## config.mk

```make
export PLATFORM = sky130hd
export DESIGN_NAME = seq_pattern_tx
export DESIGN_NICKNAME = d
export VERILOG_FILES = /design/src/rtl/seq_tx_pkg.sv /design/src/rtl/seq_tx_shifter.sv /design/src/rtl/seq_pattern_tx.sv
export SDC_FILE = /design/constraint.sdc
export NUM_CORES = 1
export LEC_CHECK = 0
export CORE_ASPECT_RATIO = 0.5
export CORE_UTILIZATION = 25
export CTS_CLUSTER_DIAMETER = 100
export DETAILED_ROUTE_END_ITERATION = 6
export HOLD_SLACK_MARGIN = 0.02
export SYNTH_ARGS = -nofsm -noshare
export SYNTH_HDL_FRONTEND = slang
export SYNTH_HIERARCHICAL = 1
export SYNTH_SLANG_ARGS = --single-unit
```

## constraint.sdc

```tcl
create_clock -name clk -period 11.7 [get_ports clk]
set_input_delay 2.34 -clock clk [delete_from_list [all_inputs] [get_ports clk]]
set_output_delay 2.34 -clock clk [all_outputs]
set_load 0.01 [all_outputs]
```

## src/rtl/seq_tx_pkg.sv

```systemverilog
// Shared definitions for the serial pattern transmitter: FSM state encodings
// and default sizing of the pattern, length and repeat-count fields.
package seq_tx_pkg;

    localparam int SEQ_TX_WIDTH = 6;  // max pattern length in bits
    localparam int SEQ_TX_LEN_W = 3;  // $clog2(SEQ_TX_WIDTH+1)
    localparam int SEQ_TX_CNT_W = 4;  // repeat counter width

    typedef enum logic [1:0] {
        ST_IDLE  = 2'd0,
        ST_SHIFT = 2'd1,
        ST_PAR   = 2'd2,
        ST_DONE  = 2'd3
    } seq_tx_state_t;

endpackage

```

## src/rtl/seq_tx_shifter.sv

```systemverilog
// Loadable shift register for the pattern transmitter. On load the pattern is
// normalised so bit 0 is always the first bit to send (msb_first handled here),
// and a copy is kept so each repeat iteration can restart from it.
// bit_o is the bit the top should register onto dout for the current operation.
module seq_tx_shifter
    import seq_tx_pkg::*;
#(
    parameter int WIDTH = SEQ_TX_WIDTH,
    parameter int LEN_W = SEQ_TX_LEN_W
) (
    input  logic             clk,
    input  logic             rst,
    input  logic             load_i,
    input  logic             reload_i,
    input  logic             shift_i,
    input  logic [WIDTH-1:0] pattern_i,
    input  logic [LEN_W-1:0] len_i,
    input  logic             msb_first_i,
    output logic             bit_o,
    output logic             parity_o
);

    logic [WIDTH-1:0] norm;
    logic [WIDTH-1:0] cap_q;
    logic [WIDTH-1:0] sr_q;
    int               len_int;

    // Reorder pattern[len-1:0] into send order; unused upper bits are zero.
    always_comb begin
        norm    = '0;
        len_int = int'(len_i);
        for (int i = 0; i < WIDTH; i++) begin
            for (int j = 0; j < WIDTH; j++) begin
                if (i < len_int &&
                    ((msb_first_i && j == len_int - 1 - i) || (!msb_first_i && j == i))) begin
                    norm[i] = pattern_i[j];
                end
            end
        end
    end

    // Bit to emit: first bit of a fresh load, first bit of a repeat, or next bit.
    always_comb begin
        if (load_i)        bit_o = norm[0];
        else if (reload_i) bit_o = cap_q[0];
        else               bit_o = sr_q[0];
    end

    // Even parity over one iteration; masked-off bits are zero so they do not count.
    assign parity_o = ^cap_q;

    // Capture and shift; the emitted bit leaves the register on the same edge.
    always_ff @(posedge clk) begin
        if (rst) begin
            cap_q <= '0;
            sr_q  <= '0;
        end else if (load_i) begin
            cap_q <= norm;
            sr_q  <= norm >> 1;
        end else if (reload_i) begin
            sr_q  <= cap_q >> 1;
        end else if (shift_i) begin
            sr_q  <= sr_q >> 1;
        end
    end

endmodule

```

## src/rtl/seq_pattern_tx.sv

```systemverilog
// Serial pattern transmitter: shifts a captured pattern out one bit per clock,
// optionally repeated back-to-back, then pulses done for one cycle.
// Build option: define SEQ_TX_PARITY_EN to append an even-parity bit after
// every iteration (not for len==0).
// Handshake: start is sampled only in IDLE; the first bit appears on dout the
// cycle after acceptance, and dout_vld marks each cycle dout carries a bit.
module seq_pattern_tx
    import seq_tx_pkg::*;
#(
    parameter int WIDTH = SEQ_TX_WIDTH,
    parameter int LEN_W = SEQ_TX_LEN_W,
    parameter int CNT_W = SEQ_TX_CNT_W
) (
    input  logic             clk,
    input  logic             rst,
    input  logic             start,
    input  logic [WIDTH-1:0] pattern,
    input  logic [LEN_W-1:0] len,
    input  logic [CNT_W-1:0] repeat_n,
    input  logic             msb_first,
    output logic             dout,
    output logic             dout_vld,
    output logic             busy,
    output logic             done
);

    seq_tx_state_t    state_q;
    logic [LEN_W-1:0] len_q;
    logic [LEN_W-1:0] bit_cnt_q;
    logic [CNT_W-1:0] rep_q;
    logic             dout_q;
    logic             vld_q;
    logic             busy_q;
    logic             done_q;

    logic [LEN_W-1:0] len_eff;
    logic             last_bit;
    logic             sh_load;
    logic             sh_reload;
    logic             sh_shift;
    logic             sh_bit;
    logic             sh_par;

    assign len_eff  = (len > LEN_W'(WIDTH)) ? LEN_W'(WIDTH) : len;
    assign last_bit = (bit_cnt_q == len_q - LEN_W'(1));

`ifndef SEQ_TX_PARITY_EN
    logic unused_par;
    assign unused_par = sh_par;
`endif

    // Shifter control derived from the current state and counters.
    always_comb begin
        sh_load   = 1'b0;
        sh_reload = 1'b0;
        sh_shift  = 1'b0;
        case (state_q)
            ST_IDLE:  sh_load = start;
            ST_SHIFT: begin
                if (!last_bit) begin
                    sh_shift = 1'b1;
                end
`ifndef SEQ_TX_PARITY_EN
                else if (rep_q != '0) begin
                    sh_reload = 1'b1;
                end
`endif
            end
            ST_PAR:   sh_reload = (rep_q != '0);
            default:  ;
        endcase
    end

    seq_tx_shifter #(
        .WIDTH(WIDTH),
        .LEN_W(LEN_W)
    ) u_shifter (
        .clk        (clk),
        .rst        (rst),
        .load_i     (sh_load),
        .reload_i   (sh_reload),
        .shift_i    (sh_shift),
        .pattern_i  (pattern),
        .len_i      (len_eff),
        .msb_first_i(msb_first),
        .bit_o      (sh_bit),
        .parity_o   (sh_par)
    );

    // Main FSM with registered outputs, counters and abort-capable reset.
    always_ff @(posedge clk) begin
        if (rst) begin
            state_q   <= ST_IDLE;
            len_q     <= '0;
            bit_cnt_q <= '0;
            rep_q     <= '0;
            dout_q    <= 1'b0;
            vld_q     <= 1'b0;
            busy_q    <= 1'b0;
            done_q    <= 1'b0;
        end else begin
            case (state_q)
                ST_IDLE: begin
                    done_q <= 1'b0;
                    if (start) begin
                        len_q     <= len_eff;
                        rep_q     <= repeat_n;
                        bit_cnt_q <= '0;
                        if (len_eff == '0) begin
                            state_q <= ST_DONE;
                            done_q  <= 1'b1;
                        end else begin
                            state_q <= ST_SHIFT;
                            dout_q  <= sh_bit;
                            vld_q   <= 1'b1;
                            busy_q  <= 1'b1;
                        end
                    end
                end
                ST_SHIFT: begin
                    if (!last_bit) begin
                        bit_cnt_q <= bit_cnt_q + LEN_W'(1);
                        dout_q    <= sh_bit;
                    end else begin
                        bit_cnt_q <= '0;
`ifdef SEQ_TX_PARITY_EN
                        state_q   <= ST_PAR;
                        dout_q    <= sh_par;
`else
                        if (rep_q != '0) begin
                            rep_q  <= rep_q - CNT_W'(1);
                            dout_q <= sh_bit;
                        end else begin
                            state_q <= ST_DONE;
                            done_q  <= 1'b1;
                            dout_q  <= 1'b0;
                            vld_q   <= 1'b0;
                            busy_q  <= 1'b0;
                        end
`endif
                    end
                end
                ST_PAR: begin
                    if (rep_q != '0) begin
                        rep_q   <= rep_q - CNT_W'(1);
                        state_q <= ST_SHIFT;
                        dout_q  <= sh_bit;
                    end else begin
                        state_q <= ST_DONE;
                        done_q  <= 1'b1;
                        dout_q  <= 1'b0;
                        vld_q   <= 1'b0;
                        busy_q  <= 1'b0;
                    end
                end
                ST_DONE: begin
                    state_q <= ST_IDLE;
                    done_q  <= 1'b0;
                end
                default: state_q <= ST_IDLE;
            endcase
        end
    end

    assign dout     = dout_q;
    assign dout_vld = vld_q;
    assign busy     = busy_q;
    assign done     = done_q;

endmodule

```

* Word-level counts from Yosys, hierarchy flattened
Index checks and enable logic that the tools add are counted.
Word-level totals: register bits after elaboration 27, bits of input ports 17, output and inout bits 4, word-level logic and storage cells 240
Operators by class: add/sub/neg operators 9, order comparisons 7, eq/ne operators 38, multiplexer cells 79, reductions and logical operators 97
Operators by type and width (count):
- $eq 3x32->1 const A | 12
- $eq 4x32->1 const A | 12
- $eq 2x32->1 const A | 6
- $logic_not 32->1 | 6
- $logic_and 1x1->1 | 72
- $sub 32x3->32 const B | 2
- $sub 32x4->32 const B | 2
- $mux 1 | 57
- $sub 32x2->32 const B | 1
- $mux 5 | 3
- $mux 4 | 3
- $pmux 4 s3 | 1
- $mux 2 | 5
- $mux 3 | 3
- $pmux 1 s3 | 3
- $reduce_and 3->1 | 3
- $ne 2x2->1 const B | 4
- $pmux 2 s4 | 1
- $logic_or 1x1->1 | 6
- $lt 1x3->1 const A | 2
- $lt 2x3->1 const A | 2
- $lt 3x3->1 const A | 2
- $pmux 3 s2 | 1
- $reduce_bool 3->1 | 2
- other kinds (17) | 19

* Depth between registers and ports, before layout
Gate-level depths: netlist of the first run.
depth after elaboration 17, gate-level depth with buffers 15, depth with buffers taken out 13

* Hierarchy
The synthesis of the first run kept the hierarchy.
By module, submodules not included:
- seq_tx_shifter | instances 1, cells an instance 211, area an instance 1684.1 um2, sequential area each 220.2 um2
- seq_pattern_tx | instances 1, cells an instance 124, area an instance 1053.5 um2, sequential area each 320.3 um2

* Least setup slack after synthesis of the first run
No wires, ideal clock.
path kind input port to flip-flop, from input port len[0], to register u_shifter.cap_q[3], library setup time 0.086 ns, data arrival time 5.773 ns, data required time 11.614 ns, slack 5.841 ns, stages on the path 13, path buffers 2, path through a21boi_0 > inv_1 > ha_1 > ha_1 > buf_4 > buf_6 > inv_1 > or3_1 > ha_1 > nand4b_1 > nor4_1 > o311ai_0 > a211oi_1
Between the ends: cells in the longest elaborated chain, start to end 13, elaborated cells between the ends (all ways) 30, those cells by class 2 x add/sub; 2 x order compare; 5 x eq/ne; 7 x mux; 14 x reduce/logical
RTL lines:
- start, declared | RTL line seq_pattern_tx.sv:18 | input logic [LEN_W-1:0] len,
- $gt 3x3->1 | RTL line seq_pattern_tx.sv:44 | assign len_eff = (len > LEN_W'(WIDTH)) ? LEN_W'(WIDTH) : len;
- $mux 3 (*) | RTL line seq_pattern_tx.sv:44
- $sub 3x1->4 | RTL line seq_tx_shifter.sv:35 | ((msb_first_i && j == len_int - 1 - i) || (!msb_first_i && j == i))) begin
- $sub 32x3->32 | RTL line seq_tx_shifter.sv:35
- $logic_not 32->1 | RTL line seq_tx_shifter.sv:35
- $logic_and 1x1->1 | RTL line seq_tx_shifter.sv:35
- $logic_and 1x1->1 | RTL line seq_tx_shifter.sv:34 | if (i < len_int &&
- $mux 1 (5 in series) | RTL line seq_tx_shifter.sv:34
- $mux 1 (*) | RTL line seq_tx_shifter.sv:34
- end signal, assigned | RTL line seq_tx_shifter.sv:58 | cap_q <= norm;
- end, declared | RTL line seq_tx_shifter.sv:24 | logic [WIDTH-1:0] cap_q;
Mark *: on every way between the ends. The rest lies on a longest branch, timed or not. A chain may end at the register's enable or synchronous reset.

* Worst setup path after layout of the first run
from input port len[2], to register u_shifter.cap_q[3]
Between the ends: cells in the longest elaborated chain, start to end 13, elaborated cells between the ends (all ways) 30, those cells by class 2 x add/sub; 2 x order compare; 5 x eq/ne; 7 x mux; 14 x reduce/logical
RTL lines:
- $gt 3x3->1 (*) | RTL line seq_pattern_tx.sv:44
- $mux 3 (*) | RTL line seq_pattern_tx.sv:44
- via len_eff[0] | RTL line seq_pattern_tx.sv:36 | logic [LEN_W-1:0] len_eff;
- $sub 3x1->4 | RTL line seq_tx_shifter.sv:35
- $sub 32x3->32 | RTL line seq_tx_shifter.sv:35
- $logic_not 32->1 | RTL line seq_tx_shifter.sv:35
- $logic_and 1x1->1 | RTL line seq_tx_shifter.sv:35
- $logic_and 1x1->1 | RTL line seq_tx_shifter.sv:34
- $mux 1 (5 in series) | RTL line seq_tx_shifter.sv:34
- $mux 1 (*) | RTL line seq_tx_shifter.sv:34
Mark *: on every way through the listed nets, which the timed path passes. The rest lies on a longest branch.

==> results, run 1 <==
- The max-slew headroom at the worst pin is 0.433.
- The worst path arrival time is 6.53 ns.
- The die span in x is 149 um.
- The total clock buffers created by CTS is 3.
- Dividing the detail-routed wire length by the instance count gives 14.1 um.
- The number of DRC markers in iteration 0 is 193.
- The worst setup path is launched from an input port.
- The die height is 75.4 um.
- The number of antenna diodes in the final layout is 0.
- The post-synthesis cell count is 330.
- Across the run, the number of max-cap violations was 0.
- The mapped cell area is 2690 um^2.
- The synthesis-to-finish area growth is 13.4%.
- The final cell count without fillers is 478.
- The site row count is 26.
- The number of hold buffers added after CTS was 0.
- For this configuration, the core starts out at a cell density of 0.260.
- The leakage power of the design is 0.00112 uW.
- The mean cell area of the mapped netlist is 8.16 um^2.
- The number of sinks on the clock net is 27.
- The timing-limited maximum frequency is 157 MHz.
- The share of layout cells above drive strength 1 is 0.0740.
- The top cell family by delay on the critical path is adder cells.
- The pin count of the biggest net entering global routing is 38.
- The total negative setup slack is 0 ns.
- Setup repair after global routing left no endpoint under its margin.
- The total of cells resized after clock tree synthesis is 0.
- The routed wire length is 6750 um.
- In this design, the critical path's most frequently occurring cell is sky130_fd_sc_hd__ha_1.
- The number of nets in the synthesized netlist is 380.
- The power density over the cells is 144 nW/um^2.
- The signal on the critical path passes through clkdlybuf4s50_1 -> a21boi_0 -> buf_4 -> inv_1 -> ha_1 -> ha_1 -> inv_1 -> or3_1 -> ha_1 -> nand4b_1 -> nor4_1 -> o311ai_0 -> a211oi_1.
- The worst-path maximum fanout is 17.
- The max-slew violation total from the final report is 0.
- At the later pin of the worst-skew pair, clock insertion delay measures 0.26 ns.
- During I/O placement, the number of pins put on the boundary was 21.
- The number of antenna violations at the first check in global routing was 0.
- The detailed-route via count is 2452.
- The total routing resource utilization after global routing is 0.126.
- Buffers placed on the I/O ports in this run total 20.
- Once detailed placement completed, the half-perimeter wirelength came to 5020 um.
- The maximum level of the CTS H-tree is 1.
- The number of fill cells is 1099.
- Leaving out fill and tap cells, the most frequent cell in the layout is sky130_fd_sc_hd__ha_1.
- The required time of the critical path is 11.88 ns.
- The critical path's largest stage delay is 0.75 ns.
- IR analysis of the VDD net gives a maximum drop of 0.0527 mV.
- Before antenna repair, the detailed router went through 4 iterations.
- The critical path is of the input port to flip-flop type.
- Post-CTS timing repair inserted 0 buffers for setup.
- The clock transition at the register clock pins on the worst setup and hold paths after CTS is 0.07 ns.
- The run finished with clean final reports.
- The count of endpoints failing hold in the final timing report is 0.
- The first-pass GRT wire length is 11400 um.
- Leaving out fill and tap cells, the most frequent cells in the layout are sky130_fd_sc_hd__ha_1, sky130_fd_sc_hd__dfxtp_1, sky130_fd_sc_hd__inv_1.
- Setup violations remaining at the end of the flow were counted as 0.
- At the pin with the least slew margin, the transition time is 0.848 ns.
- The class of the most critical hold timing path is flip-flop to flip-flop.
- The placer congestion estimate is 0.861.
- The number of placed cells counting well taps is 474.
- The cell sitting at the root of the clock tree is a sky130_fd_sc_hd__clkbuf_16.
- In the finished design, the share of the clock period the worst path needs comes to 0.543.
- The worst path in the final design needs a cycle of 6.35 ns, including I/O delays and setup.
- The number of global-route vias before repair is 2352.
- The element type at the critical path end is a flip-flop.
- The total overflow left after global routing is 0.
- The TritonCTS clock tree is done.
- The maximum count of clock buffers along a single path is 2.
- The number of nets in the final layout is 389.
- The die area is 11200 um^2.
- Among all stages on the critical path, the largest delay is contributed by sky130_fd_sc_hd__ha_1.
- Across the routed clock network, the largest skew measured is 0.00154 ns.
- The detail route stage leaves a number of antenna-violating nets equal to 0.
- During synthesis, Yosys emitted a total of 6 warnings.
- The core region is 10300 um^2.
- The routed via count divided by cell count is 5.13.
- The number of remaining DRC errors is 0.
- Counting both buffers and inverters, the worst setup path holds a total of 4.
## worst register-to-register path, stage by stage (launching register included)
cell and delay, ns:
sky130_fd_sc_hd__dfxtp_1 0.38, sky130_fd_sc_hd__inv_1 0.07, sky130_fd_sc_hd__ha_1 0.30, sky130_fd_sc_hd__xnor2_1 0.20, sky130_fd_sc_hd__nor3_1 0.27, sky130_fd_sc_hd__a21oi_1 0.10, sky130_fd_sc_hd__nor2_1 0.66, sky130_fd_sc_hd__mux2_2 0.41
sky130_fd_sc_hd__nand2_1 0.06, sky130_fd_sc_hd__o31ai_1 0.08, sky130_fd_sc_hd__nand2b_1 0.11, sky130_fd_sc_hd__a311oi_1 0.06, sky130_fd_sc_hd__a21o_1 0.20
## final timing paths
path | slack, ns | cells past startpoint | endpoint | from
min | 0.46 | 2 | u_shifter/cap_q[1] | u_shifter/cap_q[1]
min reg2reg | 0.46 | 2 | u_shifter/cap_q[1] | u_shifter/cap_q[1]
max | 5.35 | 13 | u_shifter/cap_q[3] | len[2]
max reg2reg | 8.72 | 12 | dout | len_q[0]
## through the flow
stage | hold WS, ns | area, um^2 | total power, uW | util | worst slack (ns)
global route | 0.474 | 3050 | 477 | 0.295 | 4.99
floorplan | 0.430 | 2690 | 305 | - | 5.84
CTS | 0.455 | 3050 | 441 | 0.295 | 5.41
finish | 0.455 | 3050 | 439 | 0.295 | 5.35
global placement | 0.448 | 2980 | 359 | 0.288 | 5.23
detailed placement | 0.445 | 2980 | 361 | 0.288 | 5.13
## cell type report
type                    instances  area (um^2)  share of cell area
flip-flops and latches         27          541               0.177
repair buffers                 22          215              0.0705
well taps                     140          175              0.0574
multi-input cells             255         1930               0.633
clock buffers                   4         78.8              0.0258
inverters                      30          113              0.0369
## where the power goes
part | total (uW) | internal (uW) | leakage, uW | switching, uW
combinational | 234 | 95.8 | 0.000861 | 138
clock | 79.3 | 46.7 | 0.0000382 | 32.6
sequential | 126 | 112 | 0.000221 | 14.0
## registers in the layout, indices dropped and copies added (netlist names)
signal and flops:
busy 1, rep_q 4, bit_cnt_q 3, dout 1
dout_vld 1, state_q 2, u_shifter/cap_q 6, done 1
u_shifter/sr_q 5, len_q 3
## per-layer routing
metal  track usage  vias to the layer above  routed length (um)  part of all wire
li1              -                     1249                   -                 -
met5             0                        -                   0                 0
met1         0.168                     1147                3400              0.50
met4        0.0317                        0                  60            0.0089
met2         0.221                       50                2930              0.43
met3        0.0150                        6                 357             0.053
Power figures use the tool's default switching activity.
==> run 2, diff against run 1 <==
Clock period 11.7 ns to 6.6 ns, I/O delays scaled along.
==> run 2 against run 1 <==
Against the previous run:
- critical path depth increased by 1
- register-to-register slack worse by 5.1 ns
- die area unchanged
==> results, run 2 (synthesized netlist as in run 1, its figures left out) <==
- Run status: finished, final reports clean (unchanged).
- Biggest registers after layout: u_shifter/cap_q: 6 flops, u_shifter/sr_q: 5 flops, rep_q: 4 flops (unchanged).
- The pin count of the biggest net entering global routing is 38 (unchanged).
- The site row count is 26 (unchanged).
- The sum of overflow across all layers after global routing was 0 (unchanged).
- The reported max-cap violation count is 0 (unchanged).
- The cell type with the highest occurrence count on the critical path is sky130_fd_sc_hd__ha_1 (unchanged).
- The worst clock skew is 0.00657 ns (was 0.00154 ns).
- The die span in x is 149 um (unchanged).
- The die area is 11200 um^2 (unchanged).
- The final period demand of the worst path is 5.38 ns.
- The worst-path maximum fanout was 17 (unchanged).
- The endpoint of the worst hold path is len_q[1] (was u_shifter/cap_q[1]).
- The number of DRC markers in iteration 0 is 175 (was 193).
- The power after layout is 778 uW (was 439 uW).
- The routed via count divided by cell count is 5.10 (was 5.13).
- The leakage power of the design is 0.00112 uW (about the same).
- The startpoint of the lowest-slack register-to-register path is len_q[0] (unchanged).
- The count of endpoints failing hold in the final timing report was 0 (unchanged).
- The clock latency of the later-clocked register in the worst-skew pair was 0.27 ns (was 0.26 ns).
- The standard cell core area came to 10300 um^2 (unchanged).
- The logic depth of the worst register-to-register path is 12 (unchanged).
- The synthesis-to-finish area growth is 13.5% (was 13.4%).
- The maximum vdd ir drop is 0.105 mV (was 0.0527 mV).
- The count of boundary I/O pins was 21 (unchanged).
- Setup repair after global routing missed its margin: no (unchanged).
- The final cycle utilization of the critical path is 0.815.
- The post-detailed-route count of antenna-violating nets is 0 (unchanged).
- The power density over the cells is 254 nW/um^2 (was 144 nW/um^2).
- The class of the most critical hold timing path is flip-flop to flip-flop (unchanged).
- Commonest non-fill, non-tap cells in the layout: sky130_fd_sc_hd__ha_1, sky130_fd_sc_hd__dfxtp_1, sky130_fd_sc_hd__inv_1 (unchanged).
- The register bank with the most flops is u_shifter/cap_q (unchanged).
- The die height came to 75.4 um (unchanged).
- The share of layout cells above drive strength 1 is 0.0769 (was 0.0740).
- The total routing resource utilization after global routing came to 0.124 (was 0.126).
- The number of antenna violations at the first check in global routing is 0 (unchanged).
- The effective utilization at floorplan is 0.260 (unchanged).
- The total clock buffers created by CTS was 3 (unchanged).
- The slowest stage cell on the critical path is sky130_fd_sc_hd__ha_1 (unchanged).
- The max-slew headroom at the worst pin was 0.439 (was 0.433).
- The number of iterations in the first detailed-routing pass is 4 (unchanged).
- The total of cells resized after clock tree synthesis came to 0 (unchanged).
- The element type at the critical path end is a flip-flop (unchanged).
- The maximum level of the CTS H-tree is 1 (unchanged).
- The count of endpoints failing setup in the final report is 0 (unchanged).
- The register-to-register path setup slack came to 3.65 ns (was 8.72 ns).
- The buffer cell driving the clock tree root is sky130_fd_sc_hd__clkbuf_16 (unchanged).
- The total setup buffers inserted after CTS is 0 (unchanged).
- The number of diodes added for antenna fixing was 0 (unchanged).
- The number of flip-flops in the largest register is 6 (unchanged).
- The clock transition at the register clock pins on the worst setup and hold paths after CTS is 0.07 ns (about the same).
- Static timing analysis puts the maximum clock frequency at 186 MHz.
- The TritonCTS clock tree was done (unchanged).
- The number of sinks on the clock net is 27 (unchanged).
- The capture point of the worst reg-to-reg path was dout (unchanged).
- The number of hold buffers added after cts was 0 (unchanged).
- The slew at the pin closest to its max-slew limit is 0.838 ns (was 0.848 ns).
- The number of remaining DRC errors is 0 (unchanged).
- The max-slew violation total from the final report is 0 (unchanged).
- The routed wire length is 6660 um (was 6750 um).
- The instance area at placement is 2980 um^2 (unchanged).
- The first-pass GRT wire length is 11300 um (was 11400 um).
- The utilization after layout is 0.296 (was 0.295).
- The number of global-route vias before repair is 2272 (was 2352).
- The minimum setup slack after placement is 0.982 ns (was 5.13 ns).
- Cell chain of the critical path: clkdlybuf4s50_1 -> a21boi_0 -> buf_4 -> inv_1 -> ha_1 -> ha_1 -> ha_1 -> ha_1 -> o21ai_0 -> ha_1 -> or4_4 -> nor4_2 -> a311oi_1 -> o21ai_1 (was clkdlybuf4s50_1 -> a21boi_0 -> buf_4 -> inv_1 -> ha_1 -> ha_1 -> inv_1 -> or3_1 -> ha_1 -> nand4b_1 -> nor4_1 -> o311ai_0 -> a211oi_1).
- The critical path's largest stage delay is 0.77 ns (was 0.75 ns).
- The placer congestion estimate is 0.840 (was 0.861).
- The detailed-route via count is 2440 (was 2452).
- The most common cell after layout, fill and taps aside is sky130_fd_sc_hd__ha_1 (unchanged).
- The routed length per instance is 13.9 um (was 14.1 um).
- The number of cells on the worst hold path is 2 (unchanged).
- The number of nets in the final layout is 389 (unchanged).
- The kind of launch point of the worst setup path is an input port (unchanged).
- The total negative setup slack was 0 ns (unchanged).
- The final critical-path setup slack is 1.22 ns (was 5.35 ns).
- The start point of the worst min-delay path is len_q[1] (was u_shifter/cap_q[1]).
- The startpoint-to-endpoint class of the critical path is input port to flip-flop (unchanged).
- The required time of the critical path was 6.81 ns (was 11.88 ns).
- The summed area of non-filler cells in the final layout was 3060 um^2 (was 3050 um^2).
- The worst path arrival time came to 5.58 ns (was 6.53 ns).
- The maximum count of clock buffers along a single path is 2 (unchanged).
- The number of I/O port buffers is 20 (unchanged).
- The HPWL after detailed placement was 5070 um (was 5020 um).
==> run 2: changes by cell type in the layout (fill, tap and decap cells not counted) <==
cell / change
sky130_fd_sc_hd__clkbuf_1: -1
sky130_fd_sc_hd__clkinvlp_4: +1
==> run 2: stage by stage <==
| step | instances | hold slack (ns) |
|---|---|---|
| after floorplan | 330 | 0.430 |
| after global placement | 474 | 0.444 |
| after detailed placement | 474 | 0.449 |
| after CTS | 478 | 0.460 |
| after global routing | 478 | 0.483 |
| final | 478 | 0.459 |
==> run 2: power breakdown <==
part | internal (uW) | switching, uW
clock network | 82.5 | 60.6
logic | 170 | 243
registers | 198 | 24.3
total | 450 | 328
==> run 2: routing by layer <==
layer,track usage,wire [um],vias up
met5,0,0,-
met4,0.0306,50,0
met3,0.0126,258,4
met2,0.225,3030,38
met1,0.162,3330,1156
li1,-,-,1242
==> run 2: worst max path at each step <==
stage,start,to
after floorplan,len[0],u_shifter/cap_q[3]
after global placement,len[2],u_shifter/sr_q[2]
after detailed placement,len[2],u_shifter/sr_q[0]
after CTS,len[2],u_shifter/sr_q[0]
after global routing,len[2],u_shifter/cap_q[1]
final,len[1],u_shifter/sr_q[0]
==> run 2: worst max-delay path: cells and delay by family <==
kind | cells | cell delay [ns]
AO/OA/AOI/OAI | 4 | 0.58
AND/OR/NAND/NOR | 2 | 0.79
buffers and inverters | 3 | 0.99
adder cells (fa/ha/maj) | 5 | 1.88
==> run 2: layout make-up <==
cell class | count | area (um^2)
clock inverter | 1 | 7.51
inverter | 30 | 113
fill | 1116 | 7290
sequential | 27 | 541
tap | 140 | 175
clock buffer | 3 | 75.1
multi-input combinational | 255 | 1930
timing repair buffer | 22 | 215
